$ cat src/rtl/usr_seq.sv
// Sequencer for the universal shift register: loads a word, issues len shift
// modes in the chosen direction and presents the shifted-out bit stream.
module usr_seq #(
    parameter int unsigned WIDTH = 4,
    parameter int unsigned CNT_W = 3
) (
    input  logic             clk,
    input  logic             reset,
    input  logic             in_valid,
    output logic             in_ready,
    input  logic [WIDTH-1:0] in_data,
    input  logic             in_dir,
    input  logic [CNT_W-1:0] in_len,
    input  logic [WIDTH-1:0] usr_out,
    output logic [WIDTH-1:0] q,
    output logic [1:0]       sum,
    output logic             ser_out,
    output logic             ser_valid,
    output logic             busy,
    output logic             done
);

    localparam logic [1:0] SUM_HOLD  = 2'b00;
    localparam logic [1:0] SUM_LEFT  = 2'b01;
    localparam logic [1:0] SUM_RIGHT = 2'b10;
    localparam logic [1:0] SUM_LOAD  = 2'b11;

    typedef enum logic [1:0] {
        S_IDLE,
        S_LOAD,
        S_SHIFT,
        S_DONE
    } state_t;

    state_t           state_q, state_d;
    logic [WIDTH-1:0] q_q, q_d;
    logic [1:0]       sum_q, sum_d;
    logic [CNT_W-1:0] count_q, count_d;
    logic             dir_q, dir_d;
    logic [CNT_W-1:0] len_clamped_c;

    // A length of zero or beyond the register width means a full-word transfer.
    always_comb begin
        len_clamped_c = in_len;
        if (in_len == '0 || in_len > CNT_W'(WIDTH)) begin
            len_clamped_c = CNT_W'(WIDTH);
        end
    end

    always_ff @(posedge clk or negedge reset) begin
        if (!reset) begin
            state_q <= S_IDLE;
            q_q     <= '0;
            sum_q   <= SUM_HOLD;
            count_q <= '0;
            dir_q   <= 1'b0;
        end else begin
            state_q <= state_d;
            q_q     <= q_d;
            sum_q   <= sum_d;
            count_q <= count_d;
            dir_q   <= dir_d;
        end
    end

    always_comb begin
        state_d = state_q;
        q_d     = q_q;
        sum_d   = sum_q;
        count_d = count_q;
        dir_d   = dir_q;
        case (state_q)
            S_IDLE: begin
                sum_d = SUM_HOLD;
                if (in_valid) begin
                    q_d     = in_data;
                    dir_d   = in_dir;
                    count_d = len_clamped_c;
                    sum_d   = SUM_LOAD;
                    state_d = S_LOAD;
                end
            end
            S_LOAD: begin
                sum_d   = dir_q ? SUM_LEFT : SUM_RIGHT;
                state_d = S_SHIFT;
            end
            S_SHIFT: begin
                count_d = count_q - CNT_W'(1);
                if (count_q == CNT_W'(1)) begin
                    sum_d   = SUM_HOLD;
                    state_d = S_DONE;
                end
            end
            S_DONE: begin
                sum_d   = SUM_HOLD;
                state_d = S_IDLE;
            end
            default: begin
                sum_d   = SUM_HOLD;
                state_d = S_IDLE;
            end
        endcase
    end

    // Status decoded from registered state only; in_valid never reaches these.
    always_comb begin
        in_ready  = (state_q == S_IDLE) && reset;
        busy      = (state_q != S_IDLE);
        done      = (state_q == S_DONE);
        ser_valid = (state_q == S_SHIFT);
        ser_out   = 1'b0;
        if (state_q == S_SHIFT) begin
            ser_out = dir_q ? usr_out[WIDTH-1] : usr_out[0];
        end
    end

    assign q   = q_q;
    assign sum = sum_q;

endmodule

$ cat config.mk
export PLATFORM = sky130hd
export DESIGN_NAME = usr_seq
export DESIGN_NICKNAME = d
export VERILOG_FILES = /design/src/rtl/usr_seq.sv
export SDC_FILE = /design/constraint.sdc
export NUM_CORES = 1
export LEC_CHECK = 0
export CAP_MARGIN = 30
export CORE_ASPECT_RATIO = 1.25
export CORE_MARGIN = 3
export CORE_UTILIZATION = 25
export DETAILED_ROUTE_END_ITERATION = 12
export PLACE_DENSITY_LB_ADDON = 0.1
export SETUP_SLACK_MARGIN = 0.02
export SLEW_MARGIN = 25
export SYNTH_ARGS = -nofsm -noshare
export SYNTH_HDL_FRONTEND = slang
export SYNTH_SLANG_ARGS = --single-unit
$ cat constraint.sdc
create_clock -name clk -period 1.6 [get_ports clk]
set_input_delay 0.48 -clock clk [delete_from_list [all_inputs] [get_ports clk]]
set_output_delay 0.48 -clock clk [all_outputs]
set_load 0.01 [all_outputs]
## Word level (Yosys, flattened, before mapping)

Index checks and enable logic that the tools add are counted.

- Register bits: 12
- Input bits: 15

- Reductions and logical operators: 9
- Multiplexer cells: 12
- Equality and inequality tests: 6
- $lt $le $gt $ge: 1
- Add/subtract/negate cells: 1

Operators with widths:

| cell | number |
|---|---|
| one-hot mux 2 bit (4 select lines) | 2 |
| two-way mux 2 bit | 5 |
| two-way mux 3 bit | 2 |
| one-hot mux 3 bit (2 select lines) | 1 |
| AND reduction 2 bit | 3 |
| == test 2 bit (second input constant) | 2 |
| nonzero test 2 bit | 2 |
| == test 3 x 1 -> 1 bit (second input constant) | 1 |
| > comparator 3 bit (second input constant) | 1 |
| logical NOT 3 bit | 1 |
| subtractor 3 x 1 -> 3 bit (second input constant) | 1 |
| == test 2 x 1 -> 1 bit (second input constant) | 1 |
| logical NOT 2 bit | 1 |
| two-way mux 1 bit | 2 |
| != test 2 x 1 -> 1 bit (second input constant) | 1 |
| != test 2 bit (second input constant) | 1 |
| logical AND 1 bit | 1 |
| logical OR 1 bit | 1 |

## Logic depth before layout (Yosys ltp)

- Depth in word-level cells: 5
- Depth in mapped cells: 6
- Mapped depth without buffers: 5

## Least setup slack after synthesis

Ideal clock, no wire load.

- Path kind: reg2out
- Start point: reg state_q[0]
- End point: out ser_out
- Arrival: 1106 ps
- Buffers on the path: 1
- Path slack: 14 ps
- Stages on the path, launching flop included: 5
- Path through: dfrtp_1 -> inv_1 -> ha_1 -> buf_6 -> nor2b_1

- Cells in the longest elaborated chain, start to end: 2

RTL lines:

| item | RTL line | RTL |
|---|---|---|
| start: declaration | 35 | `state_t state_q, state_d;` |
| start signal: assignment | 58 | `state_q <= state_d;` |
| == test 2 bit | -- |  |
| via ser_valid | 18 | `output logic ser_valid,` |
| two-way mux 1 bit | 112 | `if (state_q == S_SHIFT) begin` |
| end: declaration | 17 | `output logic ser_out,` |

The timed path passes the listed nets, and every way through them passes these cells.

## Worst setup path in the final report

- Start point: reg state_q[1]
- End point: out ser_out

- Cells in the longest elaborated chain, start to end: 2

RTL lines:

| item | RTL line |
|---|---|
| == test 2 bit | 112 |
| two-way mux 1 bit | 112 |

No other way between the ends.

==> impl_metrics.env <==
export IMPL_post_place_ws_ps=-551
export IMPL_rsz0062_at_grt="yes"
export IMPL_synth_edf_count=0
export IMPL_die_area_sq_mm=0.00382
export IMPL_synth_flop_cell="dfrtp_1"
export IMPL_start_kind="register"
export IMPL_post_route_period_util_pct=108
export IMPL_cts_sinks=12
export IMPL_overflow=0
export IMPL_diodes=0
export IMPL_seq_area_frac_synth_pct=38.6
export IMPL_p_comb_share_pct=70.9
export IMPL_hp_class="input pin to async pin"
export IMPL_worstPathCellList="ha_4 > buf_12 > nor2b_4 > buf_6"
export IMPL_track_usage_pct=10.8
export IMPL_total_leakage_power_uw=0.000681
export IMPL_power_density_mw_per_mm2=1910
export IMPL_antenna_found_initial=0
export IMPL_die_height_um=68.3
export IMPL_via_per_inst=4.54
export IMPL_status="finished, violations left"
export IMPL_clock_latency_ps=270
export IMPL_drt_iter0_markers=12
export IMPL_totalWireLength_um=1940
export IMPL_port_buffers=23
export IMPL_setup_viol=5
export IMPL_synthArstFlopShare_pct=100
export IMPL_yosys_warnings=0
export IMPL_yosysMostFrequentCell="dfrtp_1"
export IMPL_cpPeakStageDelay_ps=450
export IMPL_final_area_sq_mm=0.00137
export IMPL_seqPwrFrac_pct=21.9
export IMPL_max_slew_margin_pct=67.5
export IMPL_worst_slew_pin_slew_ps=487
export IMPL_synth_top_area_cell="dfrtp_1"
export IMPL_core_sq_mm=0.00295
export IMPL_cts_root_buffer="clkbuf_4"
export IMPL_drc=0
export IMPL_clockBufferDepth=2
export IMPL_crit_slowest_cell="dfrtp_2"
export IMPL_syn_num_nets=95
export IMPL_critPathTopFamily="flip-flops"
export IMPL_antenna_left=0
export IMPL_first_global_vias=760
export IMPL_die_width_um=55.9
export IMPL_synth_cell_area_sq_um=777
export IMPL_numCtsBuffers=3
export IMPL_cp_end_kind="output pin"
export IMPL_critPathMaxFanout=3
export IMPL_netlist_area_leader_share_pct=38.6
export IMPL_layout_nets=141
export IMPL_wl_per_cell_um=12.7
export IMPL_switchingPower_uw=930
export IMPL_hold_viol_final=0
export IMPL_syn_area_per_cell_sq_um=10.6
export IMPL_synthToLayoutAreaGrowth_pct=76.5
export IMPL_fmax_mhz=579
export IMPL_route_vias_total=694
export IMPL_r2r_start="state_q[1]"
export IMPL_finClkSkew_ps=4.34
export IMPL_synth_commonest_cells="dfrtp_1, ha_1, mux2_2"
export IMPL_clk_pin_slew_ps=80
export IMPL_cap_violations=0
export IMPL_crit_buf_inv=2
export IMPL_setup_slack_ps=-126
export IMPL_yosysUniqueCellTypes=27
export IMPL_required_ps=1120
export IMPL_fill_cells=274
export IMPL_vdd_ir_drop_max_mv=0.775
export IMPL_placed_area_sq_mm=0.00110
export IMPL_dp_hpwl_um=1370
export IMPL_power_frac_clock_pct=7.1
export IMPL_layout_drive_gt1_share_pct=50.4
export IMPL_hold_ws_ps=322
export IMPL_grt_first_pass_wirelength_um=3240
export IMPL_utilization_pct=46.6
export IMPL_ys_seq_elements=12
export IMPL_cp_startpoint="state_q[1]"
export IMPL_gp_congestion=0.785
export IMPL_synthCells=73
export IMPL_internal_power_uw=1700
export IMPL_synth_area_top_cells="dfrtp_1, ha_1, mux2_2, buf_6, and3_1"
export IMPL_p_sw_share_pct=35.4
export IMPL_num_rows=22
export IMPL_htreeDepth=1
export IMPL_grt_max_degree=13
export IMPL_cts_tree="done"
export IMPL_cp_arrival_ps=1250
export IMPL_initial_core_util_pct=26.4
export IMPL_violations="setup timing"
export IMPL_drt_pass1_iterations=4
export IMPL_critical_path_class="register to output pin"
export IMPL_fin_crit_ps=1730
export IMPL_slew_violations=0
export IMPL_ios=26
## power groups by stage
stage	combinational (uW)	sequential, uW	clock [uW]
finish	1860	576	187
global route	2040	602	201
CTS	1610	570	198
detailed placement	1350	563	0
global placement	1340	565	0
floorplan	765	596	0
## cell families after synthesis
family                   Yosys count  synth area share, %
buffers and inverters             10                 8.05
AND/OR/NAND/NOR                   21                 16.7
flip-flops                        12                 38.6
AO/OA/AOI/OAI                     13                 10.8
adder cells (fa/ha/maj)            7                 11.3
multiplexers                       9                 13.4
XOR/XNOR                           1                 1.13
## layout by cell type, fill, tap and decap left out, types with 2 or more instances in the layout
| master | synthesis | layout |
|---|---|---|
| o21ai_1 | 1 | 2 |
| or2_4 | 0 | 2 |
| and3_1 | 4 | 3 |
| dfrtp_1 | 12 | 11 |
| dlymetal6s2s_1 | 0 | 5 |
| ha_1 | 7 | 3 |
| ha_4 | 0 | 3 |
| nand2b_4 | 1 | 2 |
| dlygate4sd2_1 | 0 | 7 |
| mux2_2 | 7 | 7 |
| buf_8 | 0 | 2 |
| nor2_1 | 3 | 3 |
| clkdlybuf4s50_1 | 0 | 6 |
| inv_2 | 0 | 2 |
| buf_6 | 3 | 10 |
| nor2b_4 | 0 | 2 |
| buf_4 | 0 | 13 |
| o21ai_0 | 5 | 4 |
| inv_1 | 6 | 4 |
| clkbuf_4 | 0 | 3 |
## stage by stage
step                      TNS [ps]  cells  total power (uW)
after global routing          -703    153              2840
after CTS                     -507    148              2380
after global placement       -3710    140              1900
final                         -551    153              2630
after detailed placement     -3780    140              1910
after floorplan                  0     73              1360
## final timing paths
path / to / slack [ps] / depth (start not counted)
max in group asynchronous: state_q[1] / 1110 / 2
min: count_q[2] / 320 / 2
max: ser_out / -130 / 4
min in group clk: q[2] / 500 / 1
max reg2reg: count_q[2] / 50 / 8
min reg2reg: q[2] / 500 / 1
## repair_timing
| item | in CTS | in global routing |
|---|---|---|
| setup buffers | 5 | 5 |
| gates resized for setup | 47 | 25 |
| hold buffers | 0 | 0 |
| endpoints found under the setup margin | 18 | 16 |
| pin swaps | 3 | 6 |
## worst reg2reg max path: cells and delay by family (launching register included)
family / cells / cell delay (ps)
flops: 1 / 450
simple gates: 2 / 290
compound gates: 1 / 90
buf+inv: 4 / 500
fa+ha+maj: 1 / 180
## registers in the layout, summed over array words and instances, names as in the netlist
register  cells
count_q       3
dir_q         1
q             4
sum           2
state_q       2
## layout make-up
cell class	count	area, sq um	area share, %
well taps	36	45.0	3.28
inverters	7	28.8	2.10
multi-input cells	51	529	38.6
clock buffers	3	22.5	1.64
repair buffers	44	444	32.4
flip-flops and latches	12	302	22.0
## metal layers
metal	global-route usage, %	vias up	wire length, um
li1	-	340	-
met1	11.0	329	715
met2	20.9	23	1060
met3	2.45	2	138
met4	5.64	0	25
met5	0	-	0
Note: power is estimated with default switching activity, not from simulation.
==> edit (same flow settings) <==
Set the parameter `CNT_W` to 6 (it was 3).
--- a/src/rtl/usr_seq.sv
+++ b/src/rtl/usr_seq.sv
@@ -4,3 +4,3 @@
     parameter int unsigned WIDTH = 4,
-    parameter int unsigned CNT_W = 3
+    parameter int unsigned CNT_W = 6
 ) (
Interface: changed (resized in_len); port bits go from 26 to 29. No check against the original RTL was run, so the function may have changed too.
==> edit against the original RTL <==
  * The flow still finishes with violations (negative setup slack)
  * Non-clock buffer count rose by 12
  * Maximum frequency rose by 2.9%
  * Cell count rose by 20%
  * Sequential power rose by 17%
  * Critical path depth did not move
  * Wire length rose by 28%
  * Synthesized area rose by 17%
  * Global-route usage rose by 1.6 points
  * Setup slack improved by 49 ps
  * Sequential cell count rose by 3
  * Power rose by 13%
  * First-iteration DRC count rose by 33%
  * Via count rose by 28%
  * Design area rose by 19%
  * Critical path type is now reg2reg
  * Highest routed layer unchanged
==> edit: results (changes against the original RTL) <==
[outcome]
violations = negative setup slack
status = finished, violations left

[setup_path]
r2r_end = count_q[5]$_DFFE_PN0P_
crit_fanout = 4  ; +1
reg2reg_from = count_q[0]$_DFFE_PN0P_
crit_family = simple AND/OR/NAND/NOR gates
ff2ff_path_depth = 4  ; -4
cpPeakStageDelay_ps = 530  ; +80 ps

[timing]
setup_violations = 7  ; +2
holdWs_ps = 318  ; -3.70 ps
skew_ps = 0.851  ; -3.49 ps
slew_headroom = 0.766  ; +0.0910
post-route-worst-setup-slack_ps = -77.3  ; +49.1 ps

[route]
wl_um = 2490  ; +28%
post_drt_wl_per_cell_um = 13.6  ; +7.4%
drtIter0Drc = 16  ; +4
viasPerCell = 4.86  ; +7.1%

[layout]
drive_above_1_share = 0.500  ; -0.00427

[yosys]
synth.area.top_cells = dfrtp_1, mux2_2, ha_1
yosys.cell_types.count = 34  ; +26%
syn_nets = 113  ; +19%

[clocking]
cts.clk_slew.worst_paths_ps = 60  ; -20 ps

[global_route]
grt_pass1_wl_um = 4070  ; +26%
track_usage = 0.124  ; +0.0159

[place]
dp_hpwl_um = 1820  ; +33%
place_congestion = 0.803  ; +2.3%
io_buffers = 26  ; +13%
dpl_cell_area_um2 = 1390  ; +26%

## edit: cell count changes after synthesis, moves of 2 or more
cell,change
dfrtp_1,+3
buf_6,-3
nor2_1,+3
a21oi_1,+2
nand3b_1,+2
o211ai_1,+2
a22oi_1,+2
and3_1,-4
nand2_2,-2
nand2_1,+5
## edit: kinds of logic (layout without fill, tap and decap cells)
logic type	Yosys count	in the layout	share of synthesized area
flops	15	15	0.412
fa+ha+maj	7	7	0.0961
mux	10	10	0.125
compound gates	19	19	0.143
buf+inv	9	67	0.0412
simple gates	28	28	0.183
## edit: worst max path at each step
stage                        endpoint  slack (ps)  cells past startpoint                    from
6_report       count_q[5]$_DFFE_PN0P_         -80                      4  count_q[0]$_DFFE_PN0P_
5_1_grt        state_q[0]$_DFFE_PN0P_        -140                      6  count_q[1]$_DFFE_PN0P_
4_1_cts            sum[0]$_DFFE_PN0P_        -110                      5  count_q[1]$_DFFE_PN0P_
3_5_place_dp                  ser_out        -560                      4              usr_out[3]
3_3_place_gp                  ser_out        -560                      4              usr_out[3]
2_1_floorplan                 ser_out         -50                      4  state_q[0]$_DFFE_PN0P_
## edit: repair_timing
action                                  in CTS  in global routing
setup buffers                                6                  4
resized for setup                           58                 12
pin swaps                                   12                  5
gates cloned                                 0                  0
hold buffers                                 0                  0
endpoints found under the setup margin      19                 15
## edit: power by group
part,switching (mW),leakage [nW],internal [mW]
clock network,0.130,0.0228,0.176
registers,0.117,0.182,0.554
logic,0.845,0.515,1.15
## edit: stage by stage
stage / utilization / TNS, ps
after floorplan: - / -118
after global placement: 0.417 / -4060
after detailed placement: 0.417 / -4130
after CTS: 0.470 / -492
after global routing: 0.489 / -1140
final: 0.489 / -423
## edit: final cells by class
| type | count | area, µm² |
|---|---|---|
| Fill cell | 333 | 1710 |
| Tap cell | 37 | 46.3 |
| Clock buffer | 4 | 45.0 |
| Inverter | 7 | 26.3 |
| Timing Repair Buffer | 56 | 500 |
| Sequential cell | 15 | 377 |
| Multi-Input combinational cell | 64 | 638 |
## edit: metal layers
metal	up-vias	wire length (µm)	track usage	share of wire
li1	430	-	-	-
met5	-	0	0	0
met2	22	1330	0.219	0.53
met4	0	35	0.0443	0.014
met3	5	125	0.0299	0.050
met1	432	1000	0.143	0.40
